--- src/rtl/xsram_arbiter_if.sv ---
`timescale 1ns/1ps
`default_nettype none
// ============================================================================
//  Module      : xsram_arbiter_if
//  Description : Request/grant bundle between the X SRAM arbiter, its three
//                requesters (wbuf_send, output_send, host) and the SRAM port.
//  Revision    : 1.0  initial release
// ============================================================================
interface xsram_arbiter_if #(
   parameter int DW = 256
);
   logic          PURGE;

   logic          WB_REQ;
   logic [15:0]   WB_ADDR;
   logic [7:0]    WB_LEN;
   logic          WB_GNT;
   logic          WB_RVALID;

   logic          OS_REQ;
   logic [15:0]   OS_ADDR;
   logic [7:0]    OS_LEN;
   logic [DW-1:0] OS_WDATA;
   logic          OS_GNT;
   logic          OS_WREADY;

   logic          HOST_REQ;
   logic          HOST_WE;
   logic [15:0]   HOST_ADDR;
   logic [DW-1:0] HOST_WDATA;
   logic          HOST_GNT;
   logic          HOST_RVALID;

   logic [15:0]   ADDRX;
   logic          CEBX;
   logic          WEBX;
   logic [DW-1:0] DX;
   logic          BUSY;

   modport slave (
      input  PURGE,
      input  WB_REQ, WB_ADDR, WB_LEN,
      output WB_GNT, WB_RVALID,
      input  OS_REQ, OS_ADDR, OS_LEN, OS_WDATA,
      output OS_GNT, OS_WREADY,
      input  HOST_REQ, HOST_WE, HOST_ADDR, HOST_WDATA,
      output HOST_GNT, HOST_RVALID,
      output ADDRX, CEBX, WEBX, DX, BUSY
   );

   modport master (
      output PURGE,
      output WB_REQ, WB_ADDR, WB_LEN,
      input  WB_GNT, WB_RVALID,
      output OS_REQ, OS_ADDR, OS_LEN, OS_WDATA,
      input  OS_GNT, OS_WREADY,
      output HOST_REQ, HOST_WE, HOST_ADDR, HOST_WDATA,
      input  HOST_GNT, HOST_RVALID,
      input  ADDRX, CEBX, WEBX, DX, BUSY
   );
endinterface
`default_nettype wire

--- src/rtl/xsram_arbiter.sv ---
`timescale 1ns/1ps
`default_nettype none
// ============================================================================
//  Module      : xsram_arbiter
//  Description : Arbitrates the single X SRAM port between host single-beat
//                accesses and round-robin wbuf_send / output_send bursts.
//  Revision    : 1.0  initial release
// ============================================================================
module xsram_arbiter #(
   parameter int DW = 256
) (
   input  wire logic       CLK,
   input  wire logic       RSTL,
   xsram_arbiter_if.slave  bus
);

   typedef enum logic [1:0] {
      ST_IDLE = 2'd0,
      ST_HOST = 2'd1,
      ST_WB   = 2'd2,
      ST_OS   = 2'd3
   } state_t;

   state_t        r_state;
   state_t        w_state_nxt;
   logic [15:0]   r_addr;
   logic [7:0]    r_cnt;
   logic          r_ptr_os;
   logic          r_host_we;
   logic [DW-1:0] r_host_wdata;
   logic          r_wb_rvalid;
   logic          r_host_rvalid;

   logic          w_grant_host;
   logic          w_grant_wb;
   logic          w_grant_os;
   logic          w_in_burst;
   logic          w_last;

   assign w_in_burst = (r_state == ST_WB) || (r_state == ST_OS);
   assign w_last     = (r_cnt == 8'd0);

   always_ff @(posedge CLK or negedge RSTL) begin
      if (!RSTL) begin
         r_state       <= ST_IDLE;
         r_addr        <= 16'd0;
         r_cnt         <= 8'd0;
         r_ptr_os      <= 1'b0;
         r_host_we     <= 1'b0;
         r_host_wdata  <= '0;
         r_wb_rvalid   <= 1'b0;
         r_host_rvalid <= 1'b0;
      end else if (bus.PURGE) begin
         r_state       <= ST_IDLE;
         r_addr        <= 16'd0;
         r_cnt         <= 8'd0;
         r_ptr_os      <= 1'b0;
         r_host_we     <= 1'b0;
         r_host_wdata  <= '0;
         r_wb_rvalid   <= 1'b0;
         r_host_rvalid <= 1'b0;
      end else begin
         r_state       <= w_state_nxt;
         // SRAM read latency is one cycle, so valid trails the beat by one
         r_wb_rvalid   <= (r_state == ST_WB);
         r_host_rvalid <= (r_state == ST_HOST) && !r_host_we;
         if (w_grant_host) begin
            r_addr       <= bus.HOST_ADDR;
            r_cnt        <= 8'd0;
            r_host_we    <= bus.HOST_WE;
            r_host_wdata <= bus.HOST_WDATA;
         end else if (w_grant_wb) begin
            r_addr <= bus.WB_ADDR;
            r_cnt  <= bus.WB_LEN;
         end else if (w_grant_os) begin
            r_addr <= bus.OS_ADDR;
            r_cnt  <= bus.OS_LEN;
         end else if (w_in_burst && !w_last) begin
            r_addr <= r_addr + 16'd1;
            r_cnt  <= r_cnt - 8'd1;
         end
         // Completed burst hands priority to the other burst requester
         if (w_in_burst && w_last) begin
            r_ptr_os <= (r_state == ST_WB);
         end
      end
   end

   always_comb begin
      w_state_nxt     = r_state;
      w_grant_host    = 1'b0;
      w_grant_wb      = 1'b0;
      w_grant_os      = 1'b0;
      bus.CEBX        = 1'b1;
      bus.WEBX        = 1'b1;
      bus.ADDRX       = 16'd0;
      bus.DX          = '0;
      bus.WB_GNT      = 1'b0;
      bus.OS_GNT      = 1'b0;
      bus.OS_WREADY   = 1'b0;
      bus.HOST_GNT    = 1'b0;
      case (r_state)
         ST_IDLE: begin
            if (bus.HOST_REQ) begin
               w_grant_host = 1'b1;
               w_state_nxt  = ST_HOST;
            end else if (bus.WB_REQ && (!bus.OS_REQ || !r_ptr_os)) begin
               w_grant_wb   = 1'b1;
               w_state_nxt  = ST_WB;
            end else if (bus.OS_REQ) begin
               w_grant_os   = 1'b1;
               w_state_nxt  = ST_OS;
            end
         end
         ST_HOST: begin
            w_state_nxt  = ST_IDLE;
            bus.CEBX     = 1'b0;
            bus.WEBX     = ~r_host_we;
            bus.ADDRX    = r_addr;
            bus.DX       = r_host_wdata;
            bus.HOST_GNT = 1'b1;
         end
         ST_WB: begin
            if (w_last) w_state_nxt = ST_IDLE;
            bus.CEBX     = 1'b0;
            bus.ADDRX    = r_addr;
            bus.WB_GNT   = 1'b1;
         end
         ST_OS: begin
            if (w_last) w_state_nxt = ST_IDLE;
            bus.CEBX      = 1'b0;
            bus.WEBX      = 1'b0;
            bus.ADDRX     = r_addr;
            bus.DX        = bus.OS_WDATA;
            bus.OS_GNT    = 1'b1;
            bus.OS_WREADY = 1'b1;
         end
         default: w_state_nxt = ST_IDLE;
      endcase
   end

   assign bus.BUSY        = (r_state != ST_IDLE);
   assign bus.WB_RVALID   = r_wb_rvalid;
   assign bus.HOST_RVALID = r_host_rvalid;

endmodule
`default_nettype wire

--- src/flat_wrapper.sv ---
// flat-port wrapper written by rule: the top's interface ports become plain ports
module xsram_arbiter_flat 
#(
   parameter int DW = 256
)
  (CLK, RSTL, bus_PURGE, bus_WB_REQ, bus_WB_ADDR, bus_WB_LEN, bus_WB_GNT, bus_WB_RVALID, bus_OS_REQ, bus_OS_ADDR, bus_OS_LEN, bus_OS_WDATA, bus_OS_GNT, bus_OS_WREADY, bus_HOST_REQ, bus_HOST_WE, bus_HOST_ADDR, bus_HOST_WDATA, bus_HOST_GNT, bus_HOST_RVALID, bus_ADDRX, bus_CEBX, bus_WEBX, bus_DX, bus_BUSY);
  xsram_arbiter_if #(.DW(DW)) bus_i ();
  input  wire logic CLK;
  input  wire logic RSTL;
  input wire logic [$bits(bus_i.PURGE)-1:0] bus_PURGE;
  input wire logic [$bits(bus_i.WB_REQ)-1:0] bus_WB_REQ;
  input wire logic [$bits(bus_i.WB_ADDR)-1:0] bus_WB_ADDR;
  input wire logic [$bits(bus_i.WB_LEN)-1:0] bus_WB_LEN;
  output wire logic [$bits(bus_i.WB_GNT)-1:0] bus_WB_GNT;
  output wire logic [$bits(bus_i.WB_RVALID)-1:0] bus_WB_RVALID;
  input wire logic [$bits(bus_i.OS_REQ)-1:0] bus_OS_REQ;
  input wire logic [$bits(bus_i.OS_ADDR)-1:0] bus_OS_ADDR;
  input wire logic [$bits(bus_i.OS_LEN)-1:0] bus_OS_LEN;
  input wire logic [$bits(bus_i.OS_WDATA)-1:0] bus_OS_WDATA;
  output wire logic [$bits(bus_i.OS_GNT)-1:0] bus_OS_GNT;
  output wire logic [$bits(bus_i.OS_WREADY)-1:0] bus_OS_WREADY;
  input wire logic [$bits(bus_i.HOST_REQ)-1:0] bus_HOST_REQ;
  input wire logic [$bits(bus_i.HOST_WE)-1:0] bus_HOST_WE;
  input wire logic [$bits(bus_i.HOST_ADDR)-1:0] bus_HOST_ADDR;
  input wire logic [$bits(bus_i.HOST_WDATA)-1:0] bus_HOST_WDATA;
  output wire logic [$bits(bus_i.HOST_GNT)-1:0] bus_HOST_GNT;
  output wire logic [$bits(bus_i.HOST_RVALID)-1:0] bus_HOST_RVALID;
  output wire logic [$bits(bus_i.ADDRX)-1:0] bus_ADDRX;
  output wire logic [$bits(bus_i.CEBX)-1:0] bus_CEBX;
  output wire logic [$bits(bus_i.WEBX)-1:0] bus_WEBX;
  output wire logic [$bits(bus_i.DX)-1:0] bus_DX;
  output wire logic [$bits(bus_i.BUSY)-1:0] bus_BUSY;
  assign bus_i.PURGE = bus_PURGE;
  assign bus_i.WB_REQ = bus_WB_REQ;
  assign bus_i.WB_ADDR = bus_WB_ADDR;
  assign bus_i.WB_LEN = bus_WB_LEN;
  assign bus_WB_GNT = bus_i.WB_GNT;
  assign bus_WB_RVALID = bus_i.WB_RVALID;
  assign bus_i.OS_REQ = bus_OS_REQ;
  assign bus_i.OS_ADDR = bus_OS_ADDR;
  assign bus_i.OS_LEN = bus_OS_LEN;
  assign bus_i.OS_WDATA = bus_OS_WDATA;
  assign bus_OS_GNT = bus_i.OS_GNT;
  assign bus_OS_WREADY = bus_i.OS_WREADY;
  assign bus_i.HOST_REQ = bus_HOST_REQ;
  assign bus_i.HOST_WE = bus_HOST_WE;
  assign bus_i.HOST_ADDR = bus_HOST_ADDR;
  assign bus_i.HOST_WDATA = bus_HOST_WDATA;
  assign bus_HOST_GNT = bus_i.HOST_GNT;
  assign bus_HOST_RVALID = bus_i.HOST_RVALID;
  assign bus_ADDRX = bus_i.ADDRX;
  assign bus_CEBX = bus_i.CEBX;
  assign bus_WEBX = bus_i.WEBX;
  assign bus_DX = bus_i.DX;
  assign bus_BUSY = bus_i.BUSY;
  xsram_arbiter #(.DW(DW)) u_core (.CLK(CLK), .RSTL(RSTL), .bus(bus_i));
endmodule
--- config.mk ---
export PLATFORM = sky130hd
export DESIGN_NAME = xsram_arbiter_flat
export DESIGN_NICKNAME = d
export VERILOG_FILES = /design/src/rtl/xsram_arbiter_if.sv /design/src/rtl/xsram_arbiter.sv /design/src/flat_wrapper.sv
export SDC_FILE = /design/constraint.sdc
export NUM_CORES = 1
export LEC_CHECK = 0
export BUFFER_PORTS_ARGS = -buffer_cell sky130_fd_sc_hd__buf_2
export CAP_MARGIN = 0
export CORE_AREA = 2 2 338 340
export CTS_BUF_LIST = sky130_fd_sc_hd__clkbuf_2 sky130_fd_sc_hd__clkbuf_4 sky130_fd_sc_hd__clkbuf_8
export CTS_CLUSTER_SIZE = 20
export DETAILED_ROUTE_END_ITERATION = 8
export DIE_AREA = 0 0 340 342
export PLACE_DENSITY = 0.43
export SLEW_MARGIN = 20
export SYNTH_ARGS = -nofsm -noshare
export SYNTH_HDL_FRONTEND = slang
export SYNTH_SLANG_ARGS = --single-unit
--- constraint.sdc ---
create_clock -name CLK -period 2.6 [get_ports CLK]
set_clock_uncertainty 0.05 [all_clocks]
set_input_delay 0.39 -clock CLK [delete_from_list [all_inputs] [get_ports CLK]]
set_output_delay 0.39 -clock CLK [all_outputs]
set_load 0.02 [all_outputs]
==> impl_metrics.yaml, run 1 <==
worst_setup_path:
  critPathMaxFanout: 8
  r2r_setup_slack_ns: 0.16
  cp-end-kind: "output pin"
  cpPeakStageDelay_ns: 0.57
  r2r-start: "u_core.r_state[1]"
  path_buf_inv: 4
  cpMaxStageDelayCell: "dfrtp_4"
  critPathTopFamily: "buffers and inverters"
  crit_required_ns: 2.16
  reg2reg_to: "u_core.r_host_wdata[133]"
  reg2reg_depth: 9
  arrival_ns: 2.22
  worstPathCellList: "buf_12, buf_16, buf_8, mux2i_4, nor2_4, buf_6"
  critPathKind: "register to output pin"
  startpoint_type: "register"
sta:
  max_freq_mhz: 376
  slew_headroom_pct: 47.4
  worst_slew_pin_slew_ns: 0.768
  slew_violations: 0
  hold_viol_final: 0
  fin_crit_sh_pct: 102
  final.min_clock_period_ns: 2.66
  rsz0062_at_grt: "yes"
  final.setup.tns_ns: -1.11
  setup_viol: 50
  setup_ws_ns: -0.0583
synthesis:
  yosys_warnings: 0
  synth-edff-count: 0
  ys_ff_latch: 286
  synth_compound_area_share_pct: 12.5
  synthAdderAreaFrac_pct: 0.155
  syn_avg_cell_area_um2: 8.18
  syn_area_mm2: 0.0162
  synth_top_family_by_area: "simple AND/OR/NAND/NOR gates"
  yosys.area_share.simple_pct: 21.8
  ys.flop_type: "dfrtp_1"
  synth.area.top_cells: "dfrtp_1, mux2i_1, nand2_1"
  synth_mux_area_share_pct: 16.1
  ys_types: 65
  yosysSeqAreaShare_pct: 44.2
  async_reset_ff_share_pct: 100
  synth_top_area_cell: "dfrtp_1"
  synth_xor_area_share_pct: 0.649
  syn_nets: 2564
  syn_inst: 1979
  synth_top_area_share_pct: 44.2
global_route:
  antenna_found_initial: 26
  grt_max_degree: 105
  grt_use_total_pct: 13.6
  first_global_vias: 19012
  grt.overflow.total: 0
  grt_pass1_wl_um: 120000
floorplan:
  coreArea_mm2: 0.113
  die_area_mm2: 0.116
  die_h_um: 342
  start_util_pct: 14.3
  io-pin-count: 864
  die-width_um: 340
  num_rows: 124
clocking:
  clock_latency_ns: 0.69
  cts_made_buffers: 58
  cts.clk_slew.worst_paths_ns: 0.07
  cts_buffer_depth: 3
  cts_root_buf: "clkbuf_8"
  cts_tree: "built"
  cts_sinks: 286
  cts_max_level: 2
placement:
  placed_area_mm2: 0.0227
  routabilityCongestion: 0.822
  dp_hpwl_um: 59300
  portBuffers: 863
final_layout:
  layout.nets: 3763
  fillers: 12446
  synthToLayoutAreaGrowth_pct: 77.5
  layout-drive-gt1-share_pct: 36.8
  stdcell_area_mm2: 0.0287
worst_hold_path:
  hold_path_end: "u_core.r_addr[9]"
  min_from: "bus_OS_ADDR[9]"
  hold_class: "input port to register"
  holdPathStages: 4
routing:
  route.vias.total: 18848
  totalWireLength_um: 86200
  ant_nets: 0
  drt_iter0_drc: 904
  via_per_inst: 3.98
  drc: 0
  first_pass_iters: 5
  wl_per_cell_um: 18.2
outcome:
  status: "finished with violations"
  violations: "setup timing"
power:
  power.density_mw_per_mm2: 631
  p_total_mw: 18.1
  vdd_drop_max_mv: 0.279
  power.leakage_nw: 13.3
job:
  drv_cap: 0
==> worst min-delay path, cell delays in order <==
cell and delay, ns:
buf_2 0.10, o221ai_1 0.13, or4_1 0.13, o31ai_1 0.07
==> how the worst max path moves through the flow <==
stage | endpoint | depth (start not counted) | slack (ns) | from
after floorplan | bus_OS_WREADY | 6 | 0.39 | u_core.r_state[1]
after global placement | u_core.r_addr[9] | 7 | 0.19 | u_core.r_cnt[0]
after detailed placement | u_core.r_addr[9] | 7 | 0.13 | u_core.r_cnt[0]
after CTS | bus_DX[134] | 6 | -0.17 | u_core.r_state[1]
after global routing | bus_DX[91] | 6 | -0.20 | u_core.r_state[1]
final | bus_DX[180] | 6 | -0.06 | u_core.r_state[1]
==> synthesized netlist by cell type (5+ instances only) <==
library cell    n
a21oi_1       266
buf_2          39
clkbuf_1      120
dfrtp_1       286
inv_1           6
mux2i_1       261
nand2_1       536
nand3_1         9
nand4_1         5
nor2_1        289
nor2b_1        15
nor3_1          8
o21a_1          5
o21ai_0        19
o221ai_1        6
xnor2_1         6
xor2_1          6
==> cell type report <==
class	count	area [um2]	area share, %
clock inverters	11	88.8	0.309
inverters	8	46.3	0.161
repair buffers	1305	9680	33.7
repair inverters	1	8.76	0.0305
diodes	8	20.0	0.0697
flip-flops and latches	286	7160	24.9
well taps	1512	1890	6.58
multi-input cells	1518	8710	30.3
clock buffers	92	1120	3.91
==> cells by family after synthesis <==
logic type | count (synthesis)
buf+inv | 175
flops | 286
compound gates | 354
mux | 261
simple gates | 889
xor+xnor | 12
fa+ha+maj | 2
==> routing by layer <==
layer / up-vias / wire (um) / GRT usage [%]
li1: 9015 / - / -
met1: 8956 / 34400 / 16.2
met2: 705 / 43000 / 23.7
met3: 160 / 5560 / 2.91
met4: 12 / 3210 / 5.06
met5: - / 70 / 0
==> metrics by stage <==
stage | setup slack, ns | utilization (%) | cells | hold WS (ns)
final | -0.0583 | 25.4 | 4741 | 0.129
after global routing | -0.195 | 25.4 | 4736 | 0.0724
after CTS | -0.174 | 24.8 | 4716 | 0.00749
after detailed placement | 0.126 | 20.1 | 4280 | 0.379
after global placement | 0.193 | 20.1 | 4280 | 0.378
after floorplan | 0.390 | - | 1979 | 0.0444
==> layout by cell type, fill, tap and decap left out, types with 7 or more instances in the layout <==
master / synthesis / layout
a21oi_1: 266 / 266
buf_12: 0 / 31
buf_16: 0 / 18
buf_2: 39 / 759
buf_4: 3 / 163
buf_6: 2 / 15
clkbuf_16: 0 / 9
clkbuf_4: 0 / 23
clkbuf_8: 0 / 69
clkinv_2: 0 / 7
dfrtp_1: 286 / 284
diode_2: 0 / 8
dlygate4sd3_1: 0 / 304
mux2i_1: 261 / 217
mux2i_2: 0 / 27
mux2i_4: 0 / 17
nand2_1: 536 / 534
nand3_1: 9 / 9
nor2_1: 289 / 275
nor2_2: 0 / 8
nor2_4: 1 / 7
nor2b_1: 15 / 14
nor3_1: 8 / 8
o21ai_0: 19 / 18
==> timing repair <==
action	4_1_cts	5_1_grt
setup buffers	14	8
setup endpoints to repair	270	266
hold endpoints to repair	328	0
hold buffers	304	0
cloned	15	10
gates resized for setup	136	117
pin swaps	8	17
==> flip-flops by register name, summed over array words and instances (netlist names) <==
register and flops:
u_core.r_host_wdata 256, u_core.r_addr 16, u_core.r_cnt 8, u_core.r_state 2, u_core.bus.HOST_RVALID 1, u_core.bus.WB_RVALID 1
u_core.r_host_we 1, u_core.r_ptr_os 1
==> power by group <==
group / total, mW / internal, mW / switching [mW]
combinational: 7.58 / 3.49 / 4.09
clock: 5.03 / 2.81 / 2.21
sequential: 5.51 / 4.98 / 0.538
total: 18.1 / 11.3 / 6.84
Power figures use the tool's default switching activity.
==> run 2, diff against run 1 <==
--- a/config.mk
+++ b/config.mk
@@ -12,8 +12,7 @@
 export CTS_CLUSTER_SIZE = 20
 export DETAILED_ROUTE_END_ITERATION = 8
 export DIE_AREA = 0 0 340 342
-export PLACE_DENSITY = 0.43
-export SLEW_MARGIN = 20
+export PLACE_DENSITY = 0.44
 export SYNTH_ARGS = -nofsm -noshare
 export SYNTH_HDL_FRONTEND = slang
 export SYNTH_SLANG_ARGS = --single-unit
==> constraint.sdc (replaced) <==
create_clock -name CLK -period 2.4 [get_ports CLK]
set_clock_uncertainty 0.05 [all_clocks]
set_input_delay 0.36 -clock CLK [delete_from_list [all_inputs] [get_ports CLK]]
set_output_delay 0.36 -clock CLK [all_outputs]
set_load 0.02 [all_outputs]
==> impl_metrics.yaml, run 2 (synthesis results as in run 1) <==
final_layout:
  synthToLayoutAreaGrowth_pct: 76.1
  top_register: "u_core.r_host_wdata"
  stdcell_area_mm2: 0.0285
  top_regs: "u_core.r_host_wdata x256, u_core.r_addr x16, u_core.r_cnt x8"
  layout.nets: 3768
  final_common_cell: "buf_2"
  largest_register_ffs: 256
  layout-drive-gt1-share_pct: 36.0
  final_cell_mix: "buf_2, nand2_1, dlygate4sd3_1, nor2_1, dfrtp_1"
  fin_util_pct: 25.2
worst_setup_path:
  critPathKind: "register to output pin"
  r2r_setup_slack_ns: 0.03
  arrival_ns: 2.19
  cpMaxStageDelayCell: "dfrtp_4"
  critPathTopFamily: "flip-flops"
  path_buf_inv: 2
  worstPathCellList: "buf_16, mux2i_2, nor2_1, buf_2"
  crit_required_ns: 1.99
  critPathMaxFanout: 46
  cpPeakStageDelay_ns: 0.50
  cp-end-kind: "output pin"
  startpoint_type: "register"
global_route:
  antenna_found_initial: 21
  grt_use_total_pct: 13.5
  grt_pass1_wl_um: 119000
  grt_max_degree: 120
  grt.overflow.total: 0
  first_global_vias: 19038
power:
  power.density_mw_per_mm2: 687
  p_total_mw: 19.6
  power.leakage_nw: 13.3
  vdd_drop_max_mv: 0.361
placement:
  dp_hpwl_um: 60700
  routabilityCongestion: 0.853
  placed_area_mm2: 0.0228
  portBuffers: 863
routing:
  routed-wl-met2_um: 42100
  route.vias.total: 18719
  drt_iter0_drc: 634
  top_layer: "met5"
  first_pass_iters: 7
  ant_nets: 0
  totalWireLength_um: 83700
  wl_met3_um: 4670
  met1Wirelength_um: 34500
  drc: 0
  via_per_inst: 3.95
  wl_per_cell_um: 17.6
sta:
  max_freq_mhz: 384
  final.min_clock_period_ns: 2.60
  fin_crit_sh_pct: 108
  slew_violations: 0
  worst_slew_pin_slew_ns: 0.744
  setup_viol: 270
  slew_headroom_pct: 50.4
  rsz0062_at_grt: "yes"
  hold_viol_final: 0
  setup_ws_ns: -0.201
job:
  drv_cap: 0
worst_hold_path:
  hold_class: "input port to register"
clocking:
  cts_sinks: 286
  cts_root_buf: "clkbuf_8"
  clock_latency_ns: 0.70
  cts_max_level: 2
  cts_buffer_depth: 3
  cts_made_buffers: 59
  cts.clk_slew.worst_paths_ns: 0.06
  cts_tree: "built"
outcome:
  status: "finished with violations"
  violations: "setup timing"
floorplan:
  die_area_mm2: 0.116
  coreArea_mm2: 0.113
  num_rows: 124
  io-pin-count: 864
  die-width_um: 340
  die_h_um: 342
  start_util_pct: 14.3
-- run 2: path summary, 6_finish.rpt --
kind                       cells after the start                     from                  endpoint
max in group asynchronous                      3                     RSTL  u_core.r_host_wdata[206]
setup / recovery                               4        u_core.r_state[1]               bus_DX[101]
hold reg to reg                                2  u_core.r_host_wdata[45]   u_core.r_host_wdata[45]
setup reg to reg                               7        u_core.r_state[1]           u_core.r_cnt[3]
hold / removal                                 4            bus_OS_LEN[2]           u_core.r_cnt[2]
min in group asynchronous                      2                     RSTL      u_core.bus.WB_RVALID
-- run 2: area by class of cell --
cell class / count / area, um2
Antenna cell: 3 / 7.51
Clock buffer: 94 / 1170
Clock inverter: 13 / 168
Fill cell: 12461 / 84600
Inverter: 8 / 46.3
Multi-Input combinational cell: 1518 / 8510
Sequential cell: 286 / 7160
Tap cell: 1512 / 1890
Timing Repair Buffer: 1309 / 9540
Timing Repair inverter: 1 / 8.76
-- run 2: what timing repair did --
action,CTS,global route
setup endpoints to repair,279,291
setup buffers,16,5
cloned,8,5
hold buffers,308,0
resized for setup,110,113
hold endpoints to repair,396,0
pin swaps,4,4
-- run 2: worst reg2reg max path, cell delays in order (launching register included) --
cell and delay, ns:
dfrtp_4 0.55, buf_4 0.19, nor3_4 0.28, nand3_1 0.27, buf_4 0.26, and3_1 0.15
o311ai_0 0.31, o211a_1 0.20
-- run 2: through the flow --
step | std cells | TNS [ns] | hold slack, ns | setup WS, ns
3_3_place_gp | 4294 | 0 | 0.328 | 0.122
5_1_grt | 4744 | -65.90 | 0.0616 | -0.340
4_1_cts | 4733 | -61.03 | 0.00485 | -0.342
2_1_floorplan | 1979 | 0 | 0.0144 | 0.220
6_report | 4744 | -22.36 | 0.107 | -0.201
3_5_place_dp | 4294 | 0 | 0.326 | 0.116
-- run 2: per-layer routing --
layer	track usage, %	up-vias
met4	4.17	4
met5	0	-
met1	16.5	8852
met3	2.44	132
met2	23.9	701
li1	-	9030
-- run 2: power by group --
group	total (mW)	switching (mW)	internal, mW
Combinational	7.75	4.18	3.57
Clock	5.88	2.37	3.51
Sequential	5.95	0.554	5.39
==> run 3, diff against run 2 <==
--- a/config.mk
+++ b/config.mk
@@ -5,14 +5,14 @@
 export SDC_FILE = /design/constraint.sdc
 export NUM_CORES = 1
 export LEC_CHECK = 0
-export BUFFER_PORTS_ARGS = -buffer_cell sky130_fd_sc_hd__buf_2
 export CAP_MARGIN = 0
 export CORE_AREA = 2 2 338 340
 export CTS_BUF_LIST = sky130_fd_sc_hd__clkbuf_2 sky130_fd_sc_hd__clkbuf_4 sky130_fd_sc_hd__clkbuf_8
 export CTS_CLUSTER_SIZE = 20
 export DETAILED_ROUTE_END_ITERATION = 8
 export DIE_AREA = 0 0 340 342
-export PLACE_DENSITY = 0.44
+export DONT_BUFFER_PORTS = 1
+export PLACE_DENSITY = 0.38
 export SYNTH_ARGS = -nofsm -noshare
 export SYNTH_HDL_FRONTEND = slang
 export SYNTH_SLANG_ARGS = --single-unit
==> impl_metrics.yaml, run 3 (synthesis results as in run 1) <==
routing:
  route.vias.total: 16293
  drc: 0
  via_per_inst: 4.00
  drt_iter0_drc: 732
  wl_per_cell_um: 19.1
  totalWireLength_um: 77500
  first_pass_iters: 5
  ant_nets: 0
global_route:
  grt.overflow.total: 0
  grt_use_total_pct: 12.5
  antenna_found_initial: 15
  grt_pass1_wl_um: 110000
  grt_max_degree: 287
  first_global_vias: 16639
sta:
  rsz0062_at_grt: "yes"
  slew_violations: 120
  hold_viol_final: 341
  max_freq_mhz: 383
  slew_headroom_pct: -23.5
  final.min_clock_period_ns: 2.61
  hold_ws_ns: -0.655
  setup_ws_ns: -0.211
  worst_slew_pin_slew_ns: 1.85
  fin_crit_sh_pct: 109
  setup_viol: 220
final_layout:
  layout.nets: 3096
  fin_util_pct: 22.5
  fillers: 12527
  seq_area_mm2: 0.00716
  layout-drive-gt1-share_pct: 23.1
  final_cell_mix: "nand2_1, buf_4, dfrtp_1, a21oi_1, dlygate4sd3_1"
  final_common_cell: "nand2_1"
  largest_register_ffs: 256
  multi_input_area_mm2: 0.00877
  top_register: "u_core.r_host_wdata"
  top_regs: "u_core.r_host_wdata x256, u_core.r_addr x16, u_core.r_cnt x8"
  synthToLayoutAreaGrowth_pct: 56.9
floorplan:
  io-pin-count: 864
  num_rows: 124
  coreArea_mm2: 0.113
  die_area_mm2: 0.116
  die-width_um: 340
  die_h_um: 342
  start_util_pct: 14.3
worst_setup_path:
  cp-end-kind: "output pin"
  crit_required_ns: 1.99
  worst_path_most_repeated_cell: "buf_4"
  cpPeakStageDelay_ns: 0.56
  critPathMaxFanout: 9
  critPathKind: "register to output pin"
  arrival_ns: 2.20
  worstPathCellList: "buf_12, buf_4, buf_16, mux2i_1, nor2_1, buf_4"
  cpMaxStageDelayCell: "dfrtp_4"
  startpoint_type: "register"
clocking:
  cts_tree: "built"
  cts_made_buffers: 57
  clock_latency_ns: 0.67
  cts_max_level: 2
  cts_buffer_depth: 3
  cts_sinks: 286
  cts_root_buf: "clkbuf_8"
  cts.clk_slew.worst_paths_ns: 0.06
outcome:
  violations: "hold timing, slew limit, setup timing"
  status: "finished with violations"
placement:
  portBuffers: 0
  routabilityCongestion: 0.814
  dp_hpwl_um: 53000
power:
  power.density_mw_per_mm2: 737
  p_total_mw: 18.7
  vdd_drop_max_mv: 0.294
  power.leakage_nw: 10.5
job:
  drv_cap: 0
worst_hold_path:
  hold_class: "input port to async pin"
## run 3: cell count changes in the layout (fill, tap and decap cells not counted), sizes merged, moves of 2 or more
cell         previous run  this run
buf                   995       374
dlygate4sd3           308       257
bufinv                  4         0
inv                     8        12
clkinv                  9         7
## run 3: final timing paths
check                                    startpoint                  endpoint  slack [ns]  cells after the start
max reg2reg                       u_core.r_state[1]  u_core.r_host_wdata[148]        0.11                      8
min in group CLK                          bus_PURGE          u_core.r_addr[8]       -0.26                      1
max                               u_core.r_state[1]               bus_DX[198]       -0.21                      6
max in group asynchronous                      RSTL  u_core.r_host_wdata[254]        2.31                      0
min                                            RSTL   u_core.r_host_wdata[82]       -0.66                      0
min reg2reg                u_core.r_host_wdata[170]  u_core.r_host_wdata[170]        0.47                      2
## run 3: report_power, final
part	internal [mW]	switching, mW
sequential	5.39	0.566
combinational	3.51	3.96
clock	2.99	2.30
## run 3: per-layer routing
| layer | GRT usage [%] | part of all wire [%] | vias up |
|---|---|---|---|
| met4 | 3.53 | 2.2 | 10 |
| li1 | - | - | 7685 |
| met2 | 21.4 | 49 | 642 |
| met1 | 15.6 | 42 | 7852 |
| met5 | 0 | 0.079 | - |
| met3 | 2.97 | 6.5 | 104 |
## run 3: final cells by class
cell class / count / share of cell area, %
clock inverter: 7 / 0.148
multi-input combinational: 1518 / 34.5
antenna: 4 / 0.0394
clock buffer: 94 / 4.53
inverter: 8 / 0.182
sequential: 286 / 28.2
timing repair inverter: 5 / 0.291
tap: 1512 / 7.45
timing repair buffer: 635 / 24.6
## run 3: timing repair
item / 4_1_cts / 5_1_grt
buffers inserted: 28 / 22
gates cloned: 19 / 3
setup endpoints to repair: 275 / 291
hold buffers: 253 / 4
resized for setup: 147 / 51
pin swaps: 2 / 5
hold endpoints to repair: 572 / 547
## run 3: critical path: cells and delay by family (launching register included)
| kind | cells | cell delay, ns |
|---|---|---|
| flip-flops | 1 | 0.56 |
| multiplexers | 1 | 0.21 |
| buffers and inverters | 4 | 0.65 |
| AND/OR/NAND/NOR | 1 | 0.08 |
## run 3: metrics by stage
stage / instances / setup TNS [ns] / instance area (um2) / worst slack, ns
6_report: 4069 / -15.31 / 25400 / -0.211
5_1_grt: 4067 / -50.73 / 25400 / -0.364
4_1_cts: 4040 / -49.77 / 25000 / -0.297
3_5_place_dp: 3639 / 0 / 20000 / 0.164
3_3_place_gp: 3639 / 0 / 20000 / 0.188
2_1_floorplan: 1979 / 0 / 16200 / 0.220
